**config.mk**
```make
export PLATFORM = sky130hd
export DESIGN_NAME = cory_sbd2vr
export DESIGN_NICKNAME = d
export VERILOG_FILES = /design/src/rtl/cory_sbd2vr.sv
export SDC_FILE = /design/constraint.sdc
export NUM_CORES = 1
export LEC_CHECK = 0
export BUFFER_PORTS_ARGS = -buffer_cell sky130_fd_sc_hd__buf_2
export CORE_MARGIN = 2
export CORE_UTILIZATION = 56
export CTS_CLUSTER_SIZE = 14
export DETAILED_ROUTE_END_ITERATION = 10
export GPL_ROUTABILITY_DRIVEN = 1
export GPL_TIMING_DRIVEN = 1
export PLACE_DENSITY = 0.85
export SLEW_MARGIN = 5
export SYNTH_ARGS = -nofsm -noshare
export SYNTH_HDL_FRONTEND = slang
export SYNTH_SLANG_ARGS = --single-unit
```
**constraint.sdc**
```tcl
create_clock -name clk -period 2.11 [get_ports clk]
set_clock_uncertainty 0.2 [all_clocks]
set_input_delay 0.1055 -clock clk [delete_from_list [all_inputs] [get_ports clk]]
set_output_delay 0.1055 -clock clk [all_outputs]
set_load 0.01 [all_outputs]
```
**src/rtl/cory_sbd2vr.sv**
```systemverilog
// Start/done command port to valid/ready bridge.
// Each accepted i_start queues one word. Words leave at the queue head on o_v/o_d
// and are retired by i_r. One o_done pulse is returned for each retired word.
module cory_sbd2vr #(
  parameter int unsigned N     = 8,
  parameter int unsigned DEPTH = 4,
  parameter int unsigned TMO   = 0
) (
  input  logic         clk,
  input  logic         reset,
  input  logic         i_start,
  input  logic [N-1:0] i_data,
  output logic         o_busy,
  output logic         o_full,
  output logic         o_done,
  output logic         o_v,
  output logic [N-1:0] o_d,
  input  logic         i_r,
  output logic         o_err_ovf,
  output logic         o_tmo,
  input  logic         i_clr
);

  localparam int unsigned AW = $clog2(DEPTH);
  localparam int unsigned CW = AW + 1;

  logic [N-1:0]  mem_q [DEPTH];
  logic [AW-1:0] wr_ptr_q, rd_ptr_q;
  logic [CW-1:0] count_q, count_d;
  logic          v_q, full_q, done_q, err_q, tmo_q;
  logic          push, pop, drop, tmo_set;

  // The full decision uses the current count only, so a pop cannot rescue a push
  assign push = i_start & ~full_q;
  assign drop = i_start & full_q;
  assign pop  = v_q & i_r;

  // Next occupancy; a simultaneous push and pop leave it unchanged
  always_comb begin
    count_d = count_q;
    if (push && !pop) begin
      count_d = count_q + CW'(1);
    end else if (!push && pop) begin
      count_d = count_q - CW'(1);
    end
  end

  // Word storage, cleared so o_d reads zero out of reset
  always_ff @(posedge clk or posedge reset) begin
    if (reset) begin
      for (int i = 0; i < int'(DEPTH); i++) mem_q[i] <= '0;
    end else if (push) begin
      mem_q[wr_ptr_q] <= i_data;
    end
  end

  // Pointers wrap naturally because DEPTH is a power of two
  always_ff @(posedge clk or posedge reset) begin
    if (reset) begin
      wr_ptr_q <= '0;
      rd_ptr_q <= '0;
      count_q  <= '0;
    end else begin
      if (push) wr_ptr_q <= wr_ptr_q + AW'(1);
      if (pop)  rd_ptr_q <= rd_ptr_q + AW'(1);
      count_q <= count_d;
    end
  end

  // Registered status, done pulse and sticky error flags
  always_ff @(posedge clk or posedge reset) begin
    if (reset) begin
      v_q    <= 1'b0;
      full_q <= 1'b0;
      done_q <= 1'b0;
      err_q  <= 1'b0;
      tmo_q  <= 1'b0;
    end else begin
      v_q    <= (count_d != '0);
      full_q <= (count_d == CW'(DEPTH));
      done_q <= pop;
      // A set event in the same cycle as i_clr keeps the flag high
      err_q  <= drop | (err_q & ~i_clr);
      tmo_q  <= tmo_set | (tmo_q & ~i_clr);
    end
  end

  if (TMO > 0) begin : g_tmo
    localparam int unsigned SW = $clog2(TMO + 1);
    logic [SW-1:0] stall_q;
    logic          stalled;

    assign stalled = v_q & ~i_r;
    // o_tmo is set only on the step into TMO, so i_clr is not undone by saturation
    assign tmo_set = stalled && (stall_q == SW'(TMO - 1));

    // Count stalled cycles at the head, saturating at TMO
    always_ff @(posedge clk or posedge reset) begin
      if (reset) begin
        stall_q <= '0;
      end else if (!stalled) begin
        stall_q <= '0;
      end else if (stall_q != SW'(TMO)) begin
        stall_q <= stall_q + SW'(1);
      end
    end
  end else begin : g_no_tmo
    assign tmo_set = 1'b0;
  end

  assign o_v       = v_q;
  assign o_busy    = v_q;
  assign o_full    = full_q;
  assign o_done    = done_q;
  assign o_d       = mem_q[rd_ptr_q];
  assign o_err_ovf = err_q;
  assign o_tmo     = tmo_q;

endmodule

```
==> results.md, run 1 <==
- Status: complete, no violations
- CP bufs+invs: 1
- Net Count, Synth: 156
- Setup TNS: 0 ns
- DIE HEIGHT: 63.8 um
- Final Setup Violations: 0
- Layout Nets: 202
- Top FF cell, synth: dfrtp_1
- Clock Sinks: 44
- Startpoint Class: register
- CP Capture Type: output port
- CTS HTree Levels: 2
- Post-synthesis sequential area ratio: 55.1%
- PD cells: 1470 nW/um2
- Clock transition at path regs: 0.11 ns
- First DRT Iteration DRCs: 40
- CTS root buffer: clkbuf_4
- Leak: 1.08 nW
- Vias per cell: 5.52
- Critical path, cell by cell: mux4_2 > buf_2
- Overall die area: 4060 um2
- Crit Path Max Fanout: 7
- MaxCap Viol Count: 0
- Setup repair after global routing missed its margin: false
- DP HPWL: 2600 um
- Critical path class: register to output port
- Total grt overflow: 0
- #FFs+latches synth: 44
- DRT Pass-1 Iters: 4
- Die X: 63.8 um
- Final RePlAce weighted congestion: 0.738
- Vias in the first global route: 1349
- DRC viols: 0
- Num CTS Buffers: 5
- Worst path top cell family by delay: flip-flops
- Maximum VDD drop: 0.000710 V
- Core area: 3390 um2
- Largest net degree at the start of global routing: 45
- Busiest grt layer: met2
- Post-Syn Area: 2000 um2
- Cell variety after synth: 28
- FMAX: 0.508 GHz
- Largest cells by area after synthesis: dfrtp_1 55%, mux2_2 18%, mux4_2 9.0%
- M3 GR Usage: 4.05%
- Post-synth ARST share: 100%
- Hold WC Path Type: primary input to async pin
- Req. time, crit path: 1.80 ns
- Area delta synth->final: 18.8%
- Synth top area share: 55.1%
- Worst skew pair latency: 0.34 ns
- Most common cell in the synthesized netlist: dfrtp_1
- Biggest area consumer among synthesized cells: dfrtp_1
- Synth top cells by count: 44 x dfrtp_1, 32 x mux2_2, 9 x nand2_1
- Relative slew margins: 63.9%
- Met2 usage: 36.1%
- Worst-Margin Slew: 0.541 ns
- CTS max path bufs: 2
- WL/cell: 16.1 um
- Via count: 1264
- Final ANT Viol Nets: 0
- Port Buffer Count: 26
- CP max stage delay: 0.61 ns
- Cells after synthesis: 137
- Layout cells sized above 1: 44.3%
- WP data arrival: 1.66 ns
- Min Tclk post-route: 1.97 ns
- Hold_ws: 0.215 ns
- Top-level port count: 27
- Initial Util: 59.0%
- Slowest-stage cell, CP: dfrtp_1
- Met1 usage: 25.2%
- Total GRT Usage: 21.0%
- Final Hold Viols: 0
- Initial antenna violation count: 0
- WL final: 3680 um
- CTS tree: yes
- Fin crit share: 93.3%
- Slew Viols, Final: 0
- Syn. warnings: 0
- EDFF count, synth: 0
- Avg Inst Size Synth: 14.6 um2
- First-pass GRT wire length: 6390 um
- Cell Rows: 21
- Antenna cells: 0
tightest hold or removal path, cell delays in order:
cell and delay (ns):
dlygate4sd3_1 0.53, buf_2 0.11, inv_1 0.04, buf_4 0.44
layout make-up:
| class | count | area [um2] |
|---|---|---|
| Clock buffer | 6 | 41.3 |
| Clock inverter | 1 | 5.00 |
| Fill cell | 240 | 1010 |
| Inverter | 8 | 30.0 |
| Multi-Input combinational cell | 81 | 852 |
| Sequential cell | 44 | 1100 |
| Tap cell | 46 | 57.6 |
| Timing Repair Buffer | 43 | 288 |
path summary, 6_finish.rpt:
kind	startpoint	cells after the start	slack [ns]	end
max	rd_ptr_q[0]$_DFFE_PP0P_	2	0.14	o_d[0]
min	reset	4	0.21	count_q[0]$_DFF_PP0_
max reg2reg	count_q[0]$_DFF_PP0_	5	0.15	o_full$_DFF_PP0_
min reg2reg	mem_q[19]$_DFFE_PP0P_	1	0.32	mem_q[19]$_DFFE_PP0P_
max in group asynchronous	reset	4	1.12	mem_q[18]$_DFFE_PP0P_
min in group clk	i_clr	3	0.26	o_tmo$_DFF_PP0_
state kept, by name, indices dropped and copies added, names as in the netlist:
| name | count |
|---|---|
| o_done | 1 |
| o_err_ovf | 1 |
| o_full | 1 |
| mem_q | 32 |
| count_q | 3 |
| wr_ptr_q | 2 |
| rd_ptr_q | 2 |
| o_tmo | 1 |
| o_busy | 1 |
power breakdown:
part           internal, W  switching [W]  leakage [nW]  total (W)
combinational     0.000923       0.000645         0.525    0.00157
clock             0.000123       0.000244        0.0281   0.000367
sequential         0.00125       0.000297         0.526    0.00155
layout by cell type, fill, tap and decap left out, types with 2 or more instances in the layout:
master	n
xnor2_1	5
nand2_1	9
clkbuf_4	5
dlygate4sd3_1	12
inv_1	6
buf_2	26
o211ai_1	2
mux4_2	8
nor2b_1	2
nand2b_1	2
o21ai_0	2
buf_4	5
mux2_2	32
dfrtp_1	44
a21oi_1	2
ha_1	5
per-stage QoR:
step | std cells | utilization, % | area, um2 | worst slack (ns) | total power, W
6_report | 229 | 70.1 | 2370 | 0.142 | 0.00349
5_1_grt | 229 | 70.1 | 2370 | 0.00520 | 0.00376
4_1_cts | 228 | 69.5 | 2350 | 0.102 | 0.00347
3_5_place_dp | 209 | 64.6 | 2190 | 0.143 | 0.00309
3_3_place_gp | 209 | 64.6 | 2190 | 0.249 | 0.00295
2_1_floorplan | 137 | - | 2000 | 0.277 | 0.00262
metal layers:
| layer | share of wire [%] | wire length, um |
|---|---|---|
| met1 | 41 | 1520 |
| met2 | 54 | 1970 |
| met3 | 3.5 | 128 |
| met4 | 1.8 | 66 |
| met5 | 0 | 0 |
logic make-up after synthesis:
| logic type | Yosys count | share of synthesized area, % |
|---|---|---|
| buffers and inverters | 12 | 2.94 |
| AOI/OAI and AO/OA | 9 | 2.94 |
| adders and majority gates | 6 | 3.75 |
| DFF | 44 | 55.1 |
| muxes | 41 | 27.5 |
| and+or+nand+nor | 20 | 5.57 |
| xor gates and xnor gates | 5 | 2.19 |
repair_timing:
| action | 4_1_cts | 5_1_grt |
|---|---|---|
| endpoints found under the setup margin | 0 | 2 |
| hold endpoints to repair | 81 | 0 |
| hold buffers | 12 | 0 |
| buffers inserted | 0 | 1 |
| gates resized for setup | 0 | 1 |
Note: power is estimated with default switching activity, not from simulation.
==> run 2: changes to the inputs <==
--- a/config.mk
+++ b/config.mk
@@ -6,12 +6,12 @@
 export NUM_CORES = 1
 export LEC_CHECK = 0
 export BUFFER_PORTS_ARGS = -buffer_cell sky130_fd_sc_hd__buf_2
-export CORE_MARGIN = 2
 export CORE_UTILIZATION = 56
 export CTS_CLUSTER_SIZE = 14
 export DETAILED_ROUTE_END_ITERATION = 10
 export GPL_ROUTABILITY_DRIVEN = 1
 export GPL_TIMING_DRIVEN = 1
+export MAX_ROUTING_LAYER = met4
 export PLACE_DENSITY = 0.85
 export SLEW_MARGIN = 5
 export SYNTH_ARGS = -nofsm -noshare
==> run 2 against run 1 <==
Compared with the run above: maximum frequency up 0.53%; sequential power down 3%; clock-buffer cell count down 1; utilization up 2.4 points; combinational power up 4%; critical path depth up 3; total power up 12%; sequential cell count unchanged; die area down 6.2%; first-iteration DRC count up 18%; clock power up 110%; setup slack better by 0.010 ns; highest routed layer unchanged.
==> results.md, run 2 (synthesis results as in run 1) <==
- Status: complete, no violations
- WL/cell: 16.5 um
- Final Hold Viols: 0
- Capture point of the worst reg-to-reg path: o_full$_DFF_PP0_
- Leak: 1.12 nW
- Setup TNS: 0 ns
- Worst slack, placed: 0.139 ns
- Slew Viols, Final: 0
- CP Capture Type: register
- Cell Rows: 21
- Core area: 3390 um2
- Critical path class: register to register
- Commonest non-fill, non-tap cells in the layout: 44 x dfrtp_1, 32 x mux2_2, 26 x buf_2, 12 x dlygate4sd3_1, 9 x nand2_1
- Critical path, cell by cell: clkinv_1 > ha_4 > or4_1 > o311ai_1 > and2_1
- Slowest-stage cell, CP: or4_1
- FMAX: 0.511 GHz
- Final Setup Violations: 0
- MaxCap Viol Count: 0
- CTS root buffer: clkbuf_4
- Area delta synth->final: 22.8%
- DP HPWL: 2630 um
- CTS tree: yes
- Maximum VDD drop: 0.000745 V
- Startpoint Class: register
- Layout cells sized above 1: 45.1%
- CP bufs+invs: 1
- Worst-Margin Slew: 0.545 ns
- Worst path top cell family by delay: simple AND/OR/NAND/NOR gates
- Area of the multi-input gates: 852 um2
- Total grt overflow: 0
- R2R Setup Slk: 0.15 ns
- Relative slew margins: 63.6%
- Initial antenna violation count: 0
- Reg power frac: 38.7%
- Initial Util: 59.0%
- First DRT Iteration DRCs: 47
- Sw Ratio: 31.7%
- Clock transition at path regs: 0.13 ns
- Crit Path Max Fanout: 4
- Clock Sinks: 44
- Gate power share: 41.8%
- R2r worst-path depth: 5
- Antenna cells: 0
- CTS HTree Levels: 2
- Worst skew pair latency: 0.35 ns
- Largest net degree at the start of global routing: 45
- DRT Pass-1 Iters: 4
- Final ANT Viol Nets: 0
- Vias per cell: 5.47
- DRC viols: 0
- Port Buffer Count: 26
- DIE HEIGHT: 61.8 um
- Fin crit share: 92.8%
- Final RePlAce weighted congestion: 0.728
- Num CTS Buffers: 5
- WL final: 3800 um
- First-pass GRT wire length: 6190 um
- Layout Nets: 202
- Total GRT Usage: 23.9%
- Top-level port count: 27
- Critical Path Stages: 5
- Largest register FFs: 32
- Final setup margin: 0.153 ns
- Internal Pwr Total: 0.00267 W
- Setup repair after global routing missed its margin: false
- CP max stage delay: 0.52 ns
- Post-CTS setup buffer count: 0
- Clock network fraction of design power: 19.5%
- Vias in the first global route: 1315
- Commonest non-fill, non-tap cell in the layout: dfrtp_1
- Die X: 61.8 um
- Net Sw Power: 0.00124 W
- FF-to-FF Start: count_q[0]$_DFF_PP0_
- Min Tclk post-route: 1.96 ns
- CTS max path bufs: 2
- Via count: 1257
- WP data arrival: 2.06 ns
- FF+latch area: 1100 um2
- Hold WC Path Type: primary input to async pin
- Reg with most FFs: mem_q
- Fill cells: 213
- PD cells: 1590 nW/um2
- Overall die area: 3810 um2
- Top Registers: mem_q: 32 flops, count_q: 3 flops
- Req. time, crit path: 2.21 ns
==> run 2: changes by cell type in the layout (fill, tap and decap cells not counted) <==
cell | before | now
bufinv_16 | 0 | 3
clkbuf_1 | 1 | 0
clkinv_2 | 1 | 0
==> run 2: worst max path at each step <==
stage                               startpoint          endpoint  slack (ns)
after floorplan           count_q[0]$_DFF_PP0_  o_full$_DFF_PP0_        0.28
after global placement    count_q[0]$_DFF_PP0_  o_full$_DFF_PP0_        0.25
after detailed placement  count_q[0]$_DFF_PP0_  o_full$_DFF_PP0_        0.14
after CTS                 count_q[0]$_DFF_PP0_  o_full$_DFF_PP0_        0.11
after global routing      count_q[0]$_DFF_PP0_  o_full$_DFF_PP0_        0.04
final                     count_q[0]$_DFF_PP0_  o_full$_DFF_PP0_        0.15
==> run 2: worst min-delay path, delay by kind of cell <==
kind,cells,cell delay (ns)
buf+inv,4,1.13
==> run 2: layer usage <==
layer,vias up,share of wire (%),global-route usage [%],wire (um)
met4,0,1.8,9.52,67
met3,9,3.2,5.59,122
met2,25,52,39.6,1990
met5,-,0,-,0
li1,578,-,-,-
met1,645,43,28.4,1620
==> run 2: final cells by class <==
type,count,area share [%]
well taps,46,2.34
inverters,8,1.22
clock inverters,3,3.67
clock buffers,5,1.53
multi-input cells,81,34.7
repair buffers,43,11.7
flip-flops and latches,44,44.8
==> run 2: through the flow <==
stage                     utilization, %  area [um2]  instances  hold slack (ns)  power, W
after CTS                           72.1        2440        230            0.215   0.00389
after global placement              64.8        2200        210           0.0520   0.00297
after floorplan                        -        2000        137          -0.0289   0.00262
after global routing                72.5        2460        230            0.246   0.00415
final                               72.5        2460        230            0.203   0.00391
after detailed placement            64.8        2200        210           0.0714   0.00311
==> run 2: repair_timing <==
item | in CTS | in global routing
setup endpoints to repair | 0 | 1
hold buffers | 12 | 0
resized for setup | 0 | 1
hold endpoints to repair | 81 | 0
==> run 2: power groups by stage <==
stage	combinational, W	clock, W	sequential [W]
6_report	0.00163	0.000763	0.00151
3_5_place_dp	0.00158	0	0.00153
4_1_cts	0.00161	0.000773	0.00151
2_1_floorplan	0.00119	0	0.00143
3_3_place_gp	0.00150	0	0.00148
5_1_grt	0.00179	0.000801	0.00156
